$ cat src/rtl/regbank_wr_arbiter.sv
// Write-port controller for the 32 x 64 register bank: round-robin ALU/load
// writeback arbitration, XZR discard, and a pending-write hazard scoreboard.
module regbank_wr_arbiter #(
  parameter int DW = 64,
  parameter int AW = 5
) (
  input  logic          Clk,
  input  logic          Rst_n,
  input  logic          alu_valid,
  output logic          alu_ready,
  input  logic [AW-1:0] alu_addr,
  input  logic [DW-1:0] alu_data,
  input  logic          mem_valid,
  output logic          mem_ready,
  input  logic [AW-1:0] mem_addr,
  input  logic [DW-1:0] mem_data,
  input  logic          iss_set,
  input  logic [AW-1:0] iss_addr,
  input  logic [AW-1:0] qa,
  input  logic [AW-1:0] qb,
  output logic          hz_a,
  output logic          hz_b,
  output logic          w,
  output logic [AW-1:0] c,
  output logic [DW-1:0] DataC,
  output logic          idle
);

  localparam int NREG = (1 << AW) - 1;
  localparam logic [AW-1:0] XZR = {AW{1'b1}};

  logic            last_grant;
  logic [NREG-1:0] pending;
  logic [NREG-1:0] pending_next;
  logic [NREG:0]   set_vec;
  logic [NREG:0]   clr_vec;
  logic [NREG:0]   pend_ext;
  logic            grant_any;
  logic [AW-1:0]   g_addr;
  logic [DW-1:0]   g_data;

  // Ready is held low during reset so nothing is accepted that would be lost.
  assign alu_ready = Rst_n && alu_valid && (!mem_valid || last_grant);
  assign mem_ready = Rst_n && mem_valid && (!alu_valid || !last_grant);
  assign grant_any = alu_ready || mem_ready;
  assign g_addr    = mem_ready ? mem_addr : alu_addr;
  assign g_data    = mem_ready ? mem_data : alu_data;

  always_comb begin
    set_vec = '0;
    clr_vec = '0;
    if (iss_set && iss_addr != XZR) set_vec[iss_addr] = 1'b1;
    if (w && c != XZR)              clr_vec[c]        = 1'b1;
    // Set is applied after clear: the newer producer is still outstanding.
    pending_next = (pending & ~clr_vec[NREG-1:0]) | set_vec[NREG-1:0];
  end

  always_ff @(posedge Clk or negedge Rst_n) begin
    if (!Rst_n) begin
      last_grant <= 1'b1;
      w          <= 1'b0;
      c          <= '0;
      DataC      <= '0;
      pending    <= '0;
    end else begin
      pending <= pending_next;
      w       <= 1'b0;
      if (grant_any) begin
        last_grant <= mem_ready;
        if (g_addr != XZR) begin
          w     <= 1'b1;
          c     <= g_addr;
          DataC <= g_data;
        end
      end
    end
  end

  assign pend_ext = {1'b0, pending};
  assign hz_a     = (qa != XZR) && pend_ext[qa];
  assign hz_b     = (qb != XZR) && pend_ext[qb];
  assign idle     = (pending == '0) && !alu_valid && !mem_valid && !w;

endmodule
$ cat config.mk
export PLATFORM = sky130hd
export DESIGN_NAME = regbank_wr_arbiter
export DESIGN_NICKNAME = d
export VERILOG_FILES = /design/src/rtl/regbank_wr_arbiter.sv
export SDC_FILE = /design/constraint.sdc
export NUM_CORES = 1
export LEC_CHECK = 0
export ABC_CLOCK_PERIOD_IN_PS = 5700
export CAP_MARGIN = 20
export CORE_AREA = 10 10 120 122
export DETAILED_ROUTE_END_ITERATION = 7
export DIE_AREA = 0 0 130 132
export GPL_ROUTABILITY_DRIVEN = 0
export GPL_TIMING_DRIVEN = 0
export PLACE_DENSITY = 0.84
export SETUP_SLACK_MARGIN = 0.15
export SLEW_MARGIN = 25
export SYNTH_ARGS = -nofsm -noshare
export SYNTH_HDL_FRONTEND = slang
export SYNTH_SLANG_ARGS = --single-unit
$ cat constraint.sdc
create_clock -name Clk -period 5.7 [get_ports Clk]
set_input_delay 1.14 -clock Clk [delete_from_list [all_inputs] [get_ports Clk]]
set_output_delay 1.14 -clock Clk [all_outputs]
set_load 0.05 [all_outputs]
==> Word level (Yosys, flattened, before mapping) <==
Index checks and enable logic that the tools add are counted.
{ "totals": {"ff_bits": 102, "inputBits": 158, "out_inout_bits": 75, "wordCells": 55} }
{ "op_classes": {"n_lt_le_gt_ge": 6, "eq_ne": 5, "muxes": 14, "bitwise": 3, "n_reduce_logical": 22} }
{ "ops": {"columns": ["cell", "n"], "rows": [
  ["2-to-1 mux 64 bit", 1],
  ["2-to-1 mux 31 bit", 2],
  ["bitwise AND 31 bit", 1],
  ["zero test 31 bit", 1],
  ["NOT 31 bit", 1],
  ["OR 31 bit", 1],
  ["!= test 5 bit (second input constant)", 5],
  ["less-than comparator 5 x 6 -> 1 bit (second input constant)", 4],
  ["logical AND 1 bit", 13],
  ["binary-select mux 1 bit (select 5 bit)", 2],
  ["demux 1 bit (select 5 bit)", 2],
  ["greater-or-equal comparator 5 x 1 -> 1 bit (second input constant)", 2],
  ["2-to-1 mux 1 bit", 6],
  ["2-to-1 mux 5 bit", 1],
  ["zero test 1 bit", 4],
  ["logical OR 1 bit", 3],
  ["AND reduction 2 bit", 1]
]} }

==> Longest topological paths before layout <==
Gate-level depths: netlist of the first run.
{ "depth": {"word_depth": 8, "mapped_depth": 7, "mapped_depth_nobuf": 5} }

==> Worst setup path after synthesis of the first run <==
Ideal clock, no wire load.
{ "synth_path": {"path_type": "input-to-output", "start": "input qa[0]", "end": "output hz_a", "t_arrival_ns": 2.729, "t_required_ns": 4.560, "slack_ns": 1.831, "cell_stages": 5, "path_cell_list": "buf_2 mux4_2 and4b_1 a31oi_1 o2111ai_1"} }
{ "synth_between": {"elab_chain_cells": 3} }
{ "synth_rtl": {"columns": ["element", "line", "text"], "rows": [
  ["start, declared", "19", "input logic [AW-1:0] qa,"],
  ["binary-select mux 1 bit (select 5 bit)", "80", "assign hz_a = (qa != XZR) && pend_ext[qa];"],
  ["2-to-1 mux 1 bit (not written as such)", "80", null],
  ["logical AND 1 bit *", "80", null],
  ["end, declared", "21", "output logic hz_a,"]
]} }
Mark *: on every way between the ends. The rest lies on a longest branch, timed or not. The select of a mux whose other input is x is not followed.

==> Worst setup path in the final report of the first run <==
{ "layout_path": {"start": "input Rst_n", "end": "output mem_ready"} }
{ "layout_between": {"elab_chain_cells": 2} }
{ "layout_rtl": {"columns": ["element", "line", "text"], "rows": [
  ["start, declared", "8", "input logic Rst_n,"],
  ["logical AND 1 bit (2 in a row)", "44", "assign mem_ready = Rst_n && mem_valid && (!alu_valid || !last_grant);"],
  ["end, declared", "14", "output logic mem_ready,"]
]} }
No other way between the ends.

==> summary.md, run 1 <==
| Metric | Value |
|---|---|
| Setup ws final | between 0.8 and 0.9 ns |
| Cell variety after synth | 43 |
| Post-DP HPWL | around 16000 um |
| Final Hold Vio Count | 0 |
| Worst skew pair latency | roughly 0.33 ns |
| Worst Skew | ~0.0093 ns |
| CTS resizes | 0 |
| Root Driver | clkbuf_16 |
| Data arrival time of the worst path | roughly 3.7 ns |
| Most common cell after layout, fill and taps aside | clkdlybuf4s50_1 |
| FF/Latch Area | 2550 um2 |
| DRT Pass-1 Iters | 5 |
| Measured slew at the worst slew-check pin | 0.593 ns |
| Total grt overflow | 0 |
| Slew Limit Fails | 0 |
| CTS tree | built |
| H-tree level count | 3 |
| Yosys warning count | 0 |
| Syn avg cell area | 12.3 um2 |
| Yosys top cell by area | dfrtp_1 |
| Fin crit share | 0.855 |
| Io pins | about 230 |
| Vias per std cell | 5.69 |
| Outcome | finished, final reports clean |
| Maximum number of pins on one net before global-route repair | 76 |
| Port Buffers | 228 |
| Pleak | 3.23 nW |
| Pwr Density | 328 nW/um2 |
| Top_reg_cell synth | dfrtp_1 |
| Core Footprint | 11900 um2 |
| Min-delay worst type | reg -> reg |
| Met1 GRT Util | 0.236 |
| Synth Register Bits | 102 |
| Fill count | between 800 and 900 |
| M2 GR Usage | 0.398 |
| Synth-to-layout area growth | 50.6% |
| Crit end category | primary output |
| Die area | 17200 um2 |
| Global-route wire length before repair | 29800 um |
| Setup violations, final | 0 |
| Most frequent cells in the layout | 227 x clkdlybuf4s50_1, 112 x mux2_2, 101 x dfrtp_1, 64 x o21ai_0 |
| DR vias | between 4000 and 5000 |
| Num CTS Buffers | 9 |
| Post-synth ARST share | 1.00 |
| Synth top area cells | dfrtp_1 46%, mux2_2 23%, o21ai_0 5.8% |
| EDFF count, synth | 0 |
| Fin Hold WS | 0.509 ns |
| Dpl ws | 0.803 ns |
| Setup Buffers After CTS | 0 |
| Total Wirelength | 19600 um |
| Tmin final | about 5 ns |
| Fmax | 205 MHz |
| WL per Instance | 23.3 um |
| Synthesized area | 5480 um2 |
| Top Usage Layer GRT | met2 |
| Layout cell share with drive strength beyond 1 | 0.245 |
| Detail Route Antenna Nets | 0 |
| Chip height | between 100 and 150 um |
| Mapped Cells | 446 |
| Chip width | 130 um |
| Nets | approximately 840 |
| # DRC | 0 |
| VDD IR max | around 170 uV |
| CP Max Fanout | 75 |
| Met3 Use GR | 0.0977 |
| Vias in the first global route | 5197 |
| Register area share after synthesis | 0.466 |
| Core Rows | 40 |
| Crit path kind | in -> out |
| GRT Resource Usage Total | 0.224 |
| Initial Util | 0.460 |
| Share of the synthesized area in the top cell type | 0.461 |
| DR iter-0 viols | 431 |
| Clock Path Buffers | 2 |
| CTS Hold Bufs | 0 |
| Final Power | 2.71 mW |
| Footprint of the multi-input gates | 2790 um2 |
| Utilization after layout | 0.693 |
| Worst path required time | 4.56 ns |
| Setup repair after global routing missed its margin | false |
| Rel. slew slack | 0.603 |
| Clk sinks | ~100 |
| Startpoint Class | input port |
| Max-Cap Viols | 0 |
| Initial antenna violation count | 4 |
| Net count after synthesis | 604 |
| Clk pin slew, worst setup/hold paths | 0.07 ns |
## layer usage
metal	part of all wire	vias to the layer above
met4	0.014	2
met3	0.12	28
met1	0.34	2357
met2	0.53	239
li1	-	2158
met5	0.00046	-
## synthesized netlist by cell type, types with 2 or more instances
| library cell | n |
|---|---|
| a211oi_1 | 2 |
| a21oi_1 | 4 |
| a22oi_1 | 3 |
| a2bb2oi_1 | 4 |
| a31oi_1 | 4 |
| and2_1 | 2 |
| buf_1 | 5 |
| buf_2 | 7 |
| buf_6 | 3 |
| clkbuf_1 | 8 |
| dfrtp_1 | 101 |
| inv_1 | 4 |
| mux2_2 | 112 |
| mux2_4 | 16 |
| mux2i_1 | 17 |
| mux4_2 | 8 |
| nand2_1 | 17 |
| nand2b_1 | 4 |
| nand3_1 | 10 |
| nand3b_1 | 7 |
| nand4_1 | 4 |
| nor2_1 | 5 |
| nor2b_1 | 5 |
| nor4_1 | 8 |
| o2111ai_1 | 3 |
| o21ai_0 | 64 |
| o221ai_1 | 2 |
| or3b_2 | 2 |
## logic make-up after synthesis
group	after synthesis	share of synthesized area
mux	153	0.338
flops	102	0.466
buf+inv	29	0.0262
compound gates	91	0.0974
simple gates	71	0.0728
## sequential cells by signal, indices dropped and copies added, names as in the netlist
signal      count
DataC          64
pending        31
c               5
last_grant      1
w               1
## final timing paths
| check | startpoint | cells past startpoint | end | slack [ns] |
|---|---|---|---|---|
| min in group asynchronous | Rst_n | 1 | DataC[2] | 0.67 |
| hold / removal | DataC[18] | 1 | DataC[18] | 0.51 |
| hold reg to reg | DataC[18] | 1 | DataC[18] | 0.51 |
| setup reg to reg | last_grant | 6 | DataC[50] | 3.54 |
| setup / recovery | Rst_n | 8 | mem_ready | 0.83 |
| max in group asynchronous | Rst_n | 2 | last_grant | 4.32 |
## power by group
part	internal [mW]	leakage, nW	switching [mW]
logic	0.475	1.95	0.602
registers	0.901	1.15	0.163
clock network	0.299	0.126	0.271
total	1.68	3.23	1.04
## final cells by class
class | count | share of cell area
multi-input cells | 315 | 0.337
clock buffers | 10 | 0.0277
clock inverters | 5 | 0.00500
flip-flops and latches | 102 | 0.309
repair buffers | 229 | 0.280
well taps | 147 | 0.0223
plain buffers | 24 | 0.0152
inverters | 5 | 0.00227
diodes | 4 | 0.00121
## worst max-delay path, cell delays in order
cell and delay [ns]:
buf_6 0.27, buf_16 0.35, and2_1 0.26, nand2_1 0.20, buf_2 0.27, buf_4 0.21, inv_2 0.13, clkdlybuf4s50_1 0.84
## through the flow
| stage | area (um2) | TNS [ns] | cells |
|---|---|---|---|
| 2_1_floorplan | 5480 | 0 | 446 |
| 3_3_place_gp | 7950 | -113.65 | 821 |
| 3_5_place_dp | 7980 | 0 | 822 |
| 4_1_cts | 8250 | 0 | 837 |
| 5_1_grt | 8250 | 0 | 839 |
| 6_report | 8260 | 0 | 841 |
Note: power is estimated with default switching activity, not from simulation.
==> inputs of run 2 (changes only) <==
--- a/config.mk
+++ b/config.mk
@@ -7,12 +7,14 @@
 export LEC_CHECK = 0
 export ABC_CLOCK_PERIOD_IN_PS = 5700
 export CAP_MARGIN = 20
-export CORE_AREA = 10 10 120 122
+export CORE_AREA = 3 3 109 111
 export DETAILED_ROUTE_END_ITERATION = 7
-export DIE_AREA = 0 0 130 132
+export DIE_AREA = 0 0 112 114
+export DONT_BUFFER_PORTS = 1
 export GPL_ROUTABILITY_DRIVEN = 0
 export GPL_TIMING_DRIVEN = 0
-export PLACE_DENSITY = 0.84
+export PLACE_DENSITY = 0.63
+export REMOVE_ABC_BUFFERS = 1
 export SETUP_SLACK_MARGIN = 0.15
 export SLEW_MARGIN = 25
 export SYNTH_ARGS = -nofsm -noshare
==> run 2 against run 1 <==
  * Via count shrank 23%
  * Combinational power is 62% lower
  * Critical path depth is 4 lower
  * Non-clock buffer count shrank 251
  * Worst hold slack got worse by 0.070 ns
  * Register-to-register slack worse by 0.07 ns
  * Clock skew about the same
==> summary.md, run 2 (synthesized netlist as in run 1, its figures left out) <==
| Metric | Value |
|---|---|
| Setup violations, final | 0 |
| H-tree level count | 3 |
| Crit end category | primary output |
| Vias per std cell | 6.37 |
| Initial Util | 0.504 |
| Setup repair after global routing missed its margin | false |
| Chip height | 114 um |
| Crit path buf inv count | 0 |
| Rel. slew slack | 0.268 |
| Final Hold Vio Count | 0 |
| Core Footprint | 10900 um2 |
| Total Wirelength | between 10000 and 15000 um |
| Fmax | 270 MHz |
| Measured slew at the worst slew-check pin | ~1.1 ns |
| Fin crit share | 0.649 |
| Fin Hold WS | around 0.44 ns |
| Startpoint Class | input port |
| Layout cell share with drive strength beyond 1 | 0.366 |
| Post-DP HPWL | 10000 um |
| Pwr Density | 393 nW/um2 |
| Clk pin slew, worst setup/hold paths | roughly 0.11 ns |
| CTS tree | built |
| Clock Path Buffers | 2 |
| # DRC | 0 |
| Detail Route Antenna Nets | 0 |
| Sequential share of power | 0.610 |
| Worst skew pair latency | 0.38 ns |
| Root Driver | clkbuf_8 |
| Worst path required time | between 4 and 5 ns |
| Fill count | 921 |
| Chip width | 112 um |
| Clock Power Share | 0.211 |
| Maximum number of pins on one net before global-route repair | roughly 110 |
| Io pins | roughly 230 |
| Data arrival time of the worst path | 2.56 ns |
| Total negative setup slack | 0 ns |
| N_diodes | 0 |
| Num CTS Buffers | 9 |
| Final Non-Filler Cells | 580 |
| Crit path kind | in -> out |
| Die area | 12800 um2 |
| Comb pwr share | 0.180 |
| WL per Instance | 23.5 um |
| Port Buffers | 0 |
| GRT Resource Usage Total | 0.212 |
| Global-route wire length before repair | 21200 um |
| Tmin final | 3.70 ns |
| Slew Limit Fails | 0 |
| Initial antenna violation count | 0 |
| Synth-to-layout area growth | 5.68% |
| Top reg by flops | DataC |
| Outcome | finished, final reports clean |
| Most common cell after layout, fill and taps aside | mux2_2 |
| Max-Cap Viols | 0 |
| Total grt overflow | 0 |
| Min-delay worst type | in -> async |
| Switching pwr | 0.934 mW |
| VDD IR max | 229 uV |
| CTS resizes | 0 |
| DR vias | 3697 |
| Int Power | between 1 and 1.5 mW |
| Flip-flop count of the largest register after layout | 64 |
| Footprint of the multi-input gates | roughly 2800 um2 |
| Nets | between 500 and 600 |
| Vias in the first global route | 3860 |
| Setup Buffers After CTS | 0 |
| Slowest CP cell | o2111ai_1 |
| Most frequent cells in the layout | 112 x mux2_2, 101 x dfrtp_1, 64 x o21ai_0, 17 x mux2i_1 |
| Clk sinks | approximately 100 |
| Top cell family by delay on the critical path | compound AO/OA/AOI/OAI gates |
| Largest registers | DataC: 64 flops, pending: 31 flops, c: 5 flops |
| CTS Hold Bufs | 0 |
| Placed cell count | 563 |
| FF/Latch Area | 2550 um2 |
| DRT Pass-1 Iters | 4 |
| Pleak | 2.26 nW |
| CP Max Fanout | 9 |
| Crit-path cells | mux4_2 -> nor3b_1 -> a31oi_1 -> o2111ai_1 |
| CP max stage delay | 0.87 ns |
| Core Rows | 38 |
| DR iter-0 viols | 196 |
| Sw Share | 0.411 |
| Worst Skew | 0.00963 ns |
[run 2: cell types whose count changed in the layout (fill, tap and decap cells not counted), sizes merged]
cell           change
clkbuf             -9
bufinv             +1
clkinvlp           -1
clkdlybuf4s50    -227
clkinv             +3
diode              -4
inv                -1
buf               -16
[run 2: path summary, 6_finish.rpt]
kind,startpoint,slack [ns],cells after the start,endpoint
max,qa[0],2.00,4,hz_a
min,Rst_n,0.44,0,DataC[33]
max reg2reg,last_grant,3.47,5,DataC[23]
min reg2reg,last_grant,0.53,2,last_grant
max in group asynchronous,Rst_n,5.04,0,last_grant
min in group Clk,last_grant,0.53,2,last_grant
[run 2: power groups by stage]
| stage | registers [mW] | logic, mW | clock network, mW |
|---|---|---|---|
| after floorplan | 1.32 | 0.349 | 0 |
| after CTS | 1.39 | 0.408 | 0.498 |
| after global routing | 1.42 | 0.454 | 0.524 |
| after detailed placement | 1.40 | 0.407 | 0 |
| after global placement | 1.40 | 0.398 | 0 |
| final | 1.39 | 0.409 | 0.479 |
[run 2: routing by layer]
| layer | global-route usage | vias up | routed length, um |
|---|---|---|---|
| li1 | - | 1654 | - |
| met1 | 0.253 | 1841 | 5220 |
| met2 | 0.355 | 185 | 6890 |
| met3 | 0.0849 | 17 | 1320 |
| met4 | 0.0673 | 0 | 197 |
| met5 | 0 | - | 0 |
[run 2: layout make-up]
cell class                      count  share of cell area
Multi-Input combinational cell    315               0.482
Sequential cell                   102               0.441
Tap cell                          140              0.0302
Clock buffer                        9              0.0214
Clock inverter                      7              0.0143
Timing Repair Buffer                2             0.00821
Inverter                            5             0.00324
[run 2: stage by stage]
| step | area [um2] | utilization | power, mW | setup WS, ns |
|---|---|---|---|---|
| 2_1_floorplan | 5360 | - | 1.67 | 1.28 |
| 3_3_place_gp | 5530 | 0.508 | 1.79 | 0.686 |
| 3_5_place_dp | 5570 | 0.511 | 1.81 | 2.00 |
| 4_1_cts | 5770 | 0.530 | 2.29 | 1.99 |
| 5_1_grt | 5790 | 0.532 | 2.39 | 1.92 |
| 6_report | 5790 | 0.532 | 2.27 | 2.00 |
[run 2: worst reg2reg max path: cells and delay by family (launching register included)]
family          cells  cell delay [ns]
buf+inv             1             0.31
simple gates        2             0.33
flops               1             0.54
compound gates      1             0.55
mux                 1             0.39
==> inputs of run 3 (changes only) <==
--- a/config.mk
+++ b/config.mk
@@ -5,7 +5,7 @@
 export SDC_FILE = /design/constraint.sdc
 export NUM_CORES = 1
 export LEC_CHECK = 0
-export ABC_CLOCK_PERIOD_IN_PS = 5700
+export ABC_CLOCK_PERIOD_IN_PS = 3500
 export CAP_MARGIN = 20
 export CORE_AREA = 3 3 109 111
 export DETAILED_ROUTE_END_ITERATION = 7
==> constraint.sdc (replaced) <==
create_clock -name Clk -period 3.5 [get_ports Clk]
set_input_delay 0.7 -clock Clk [delete_from_list [all_inputs] [get_ports Clk]]
set_output_delay 0.7 -clock Clk [all_outputs]
set_load 0.05 [all_outputs]
==> run 3 against run 2 <==
  * Clock power grew 62%
  * Combinational power grew 69%
  * Cell count grew 0.17%
  * Critical path type is now reg -> out
  * Largest power group unchanged
==> summary.md, run 3 (synthesized netlist as in run 1, its figures left out) <==
| Metric | Value |
|---|---|
| Placed cell count | 563 |
| Footprint of the multi-input gates | 2790 um2 |
| Clk sinks | 102 |
| Top reg by flops | DataC |
| Crit-path cells | nor4_1 -> nand4_1 -> nor4_1 -> and4_1 |
| Post-DP HPWL | 10000 um |
| Global-route wire length before repair | approximately 21000 um |
| Worst R2R Path Depth | 5 |
| Fmax | 320 MHz |
| Pwr Density | ~640 nW/um2 |
| H-tree level count | 3 |
| Nets | just under 600 |
| Outcome | finished, final reports clean |
| Total Wirelength | ~14000 um |
| Most frequent cells in the layout | 112 x mux2_2, 101 x dfrtp_1, 64 x o21ai_0, 17 x mux2i_1 |
| Chip height | 114 um |
| Measured slew at the worst slew-check pin | around 1.1 ns |
| GRT Resource Usage Total | 0.214 |
| Setup violations, final | 0 |
| FF/Latch Area | 2550 um2 |
| Crit path buf inv count | 0 |
| Initial antenna violation count | 0 |
| Vias in the first global route | 3887 |
| CP endpoint | idle |
| Maximum number of pins on one net before global-route repair | 102 |
| DRT Pass-1 Iters | 4 |
| CTS tree | built |
| Final Power | around 3.7 mW |
| Initial Util | 0.504 |
| Total negative setup slack | 0 ns |
| # DRC | 0 |
| Flip-flop count of the largest register after layout | 64 |
| Startpoint Class | flop |
| Most common cell after layout, fill and taps aside | mux2_2 |
| Post-route cell area | slightly below 6000 um2 |
| Clk pin slew, worst setup/hold paths | 0.10 ns |
| Vias per std cell | roughly 6.4 |
| CP Depth | 4 |
| Slew Limit Fails | 0 |
| Chip width | about 110 um |
| Setup ws final | ~0.37 ns |
| Dpl ws | 0.677 ns |
| Critical Path Source | w |
| Tmin final | 3.13 ns |
| N_diodes | 0 |
| Final Non-Filler Cells | 581 |
| Layout cell share with drive strength beyond 1 | 0.367 |
| Synth-to-layout area growth | 6.18% |
| Core Footprint | roughly 11000 um2 |
| Top cell family by delay on the critical path | simple AND/OR/NAND/NOR gates |
| Final Hold Vio Count | 0 |
| Total grt overflow | 0 |
| Die area | ~13000 um2 |
| Detail Route Antenna Nets | 0 |
| Num CTS Buffers | 9 |
| Port Buffers | 0 |
| Worst skew pair latency | 0.37 ns |
| Slowest CP cell | dfrtp_1 |
| Crit end category | primary output |
| Clock Path Buffers | 2 |
| WL per Instance | about 24 um |
| DP Area | 5570 um2 |
| Reg2Reg Setup Slack | 1.28 ns |
| Min-delay worst type | in -> async |
| CP max stage delay | about 0.65 ns |
| Core Rows | 38 |
| DR iter-0 viols | around 190 |
| CP Max Fanout | 6 |
| DR vias | about 3700 |
| Crit path kind | reg -> out |
| Rel. slew slack | 0.277 |
| Setup repair after global routing missed its margin | false |
| Worst path required time | 2.80 ns |
| CTS resizes | 0 |
| Fin crit share | 0.893 |
| Most frequent cell on the critical path | nor4_1 |
| FF-to-FF Start | last_grant |
| Fill count | 917 |
| Root Driver | clkbuf_8 |
| Pleak | around 2.3 nW |
| Worst Skew | about 0.0082 ns |
| Data arrival time of the worst path | 2.43 ns |
| VDD IR max | 357 uV |
| Max-Cap Viols | 0 |
| FF-to-FF End | DataC[23] |
| Largest registers | DataC: 64 flops, pending: 31 flops, c: 5 flops |
| Io pins | between 200 and 250 |
## run 3: where the power goes
part           switching (mW)  leakage, nW  internal (mW)
clock network           0.434        0.103          0.342
logic                   0.303         1.02          0.387
registers               0.801         1.15           1.46
## run 3: how the worst min path moves through the flow
stage          start         end  slack (ns)  depth (start not counted)
3_3_place_gp   Rst_n    DataC[0]        0.41                          0
3_5_place_dp   Rst_n   DataC[33]        0.41                          0
5_1_grt        Rst_n  last_grant        0.13                          0
2_1_floorplan  Rst_n    DataC[0]        0.40                          0
4_1_cts        Rst_n  last_grant        0.13                          0
6_report       Rst_n  last_grant        0.16                          0
## run 3: per-stage QoR
stage	utilization	hold WS, ns
after CTS	0.533	0.134
after global placement	0.508	0.407
final	0.535	0.163
after floorplan	-	0.404
after detailed placement	0.511	0.406
after global routing	0.535	0.127
## run 3: worst reg2reg max path: stages (launching register included)
cell	delay, ns
dfstp_2	0.54
nand2_1	0.13
nand4_1	0.19
o221a_4	0.54
buf_12	0.31
mux2_2	0.39
## run 3: area by class of cell
| class | instances | share of cell area |
|---|---|---|
| Multi-Input combinational cell | 315 | 0.480 |
| Sequential cell | 102 | 0.439 |
| Tap cell | 140 | 0.0301 |
| Clock buffer | 9 | 0.0213 |
| Clock inverter | 7 | 0.0142 |
| Timing Repair Buffer | 3 | 0.0129 |
| Inverter | 5 | 0.00322 |
## run 3: what timing repair did
action / in CTS / in global routing
hold buffers: 1 / 0
buffers inserted: 0 / 0
endpoints found under the hold margin: 101 / 0
## run 3: layer usage
layer | wire length [um] | share of wire | GRT usage | up-vias
met5 | 0 | 0 | 0 | -
met4 | 196 | 0.014 | 0.0665 | 0
met3 | 1400 | 0.10 | 0.0849 | 18
met2 | 6850 | 0.50 | 0.356 | 177
met1 | 5250 | 0.38 | 0.257 | 1845
li1 | - | - | - | 1658
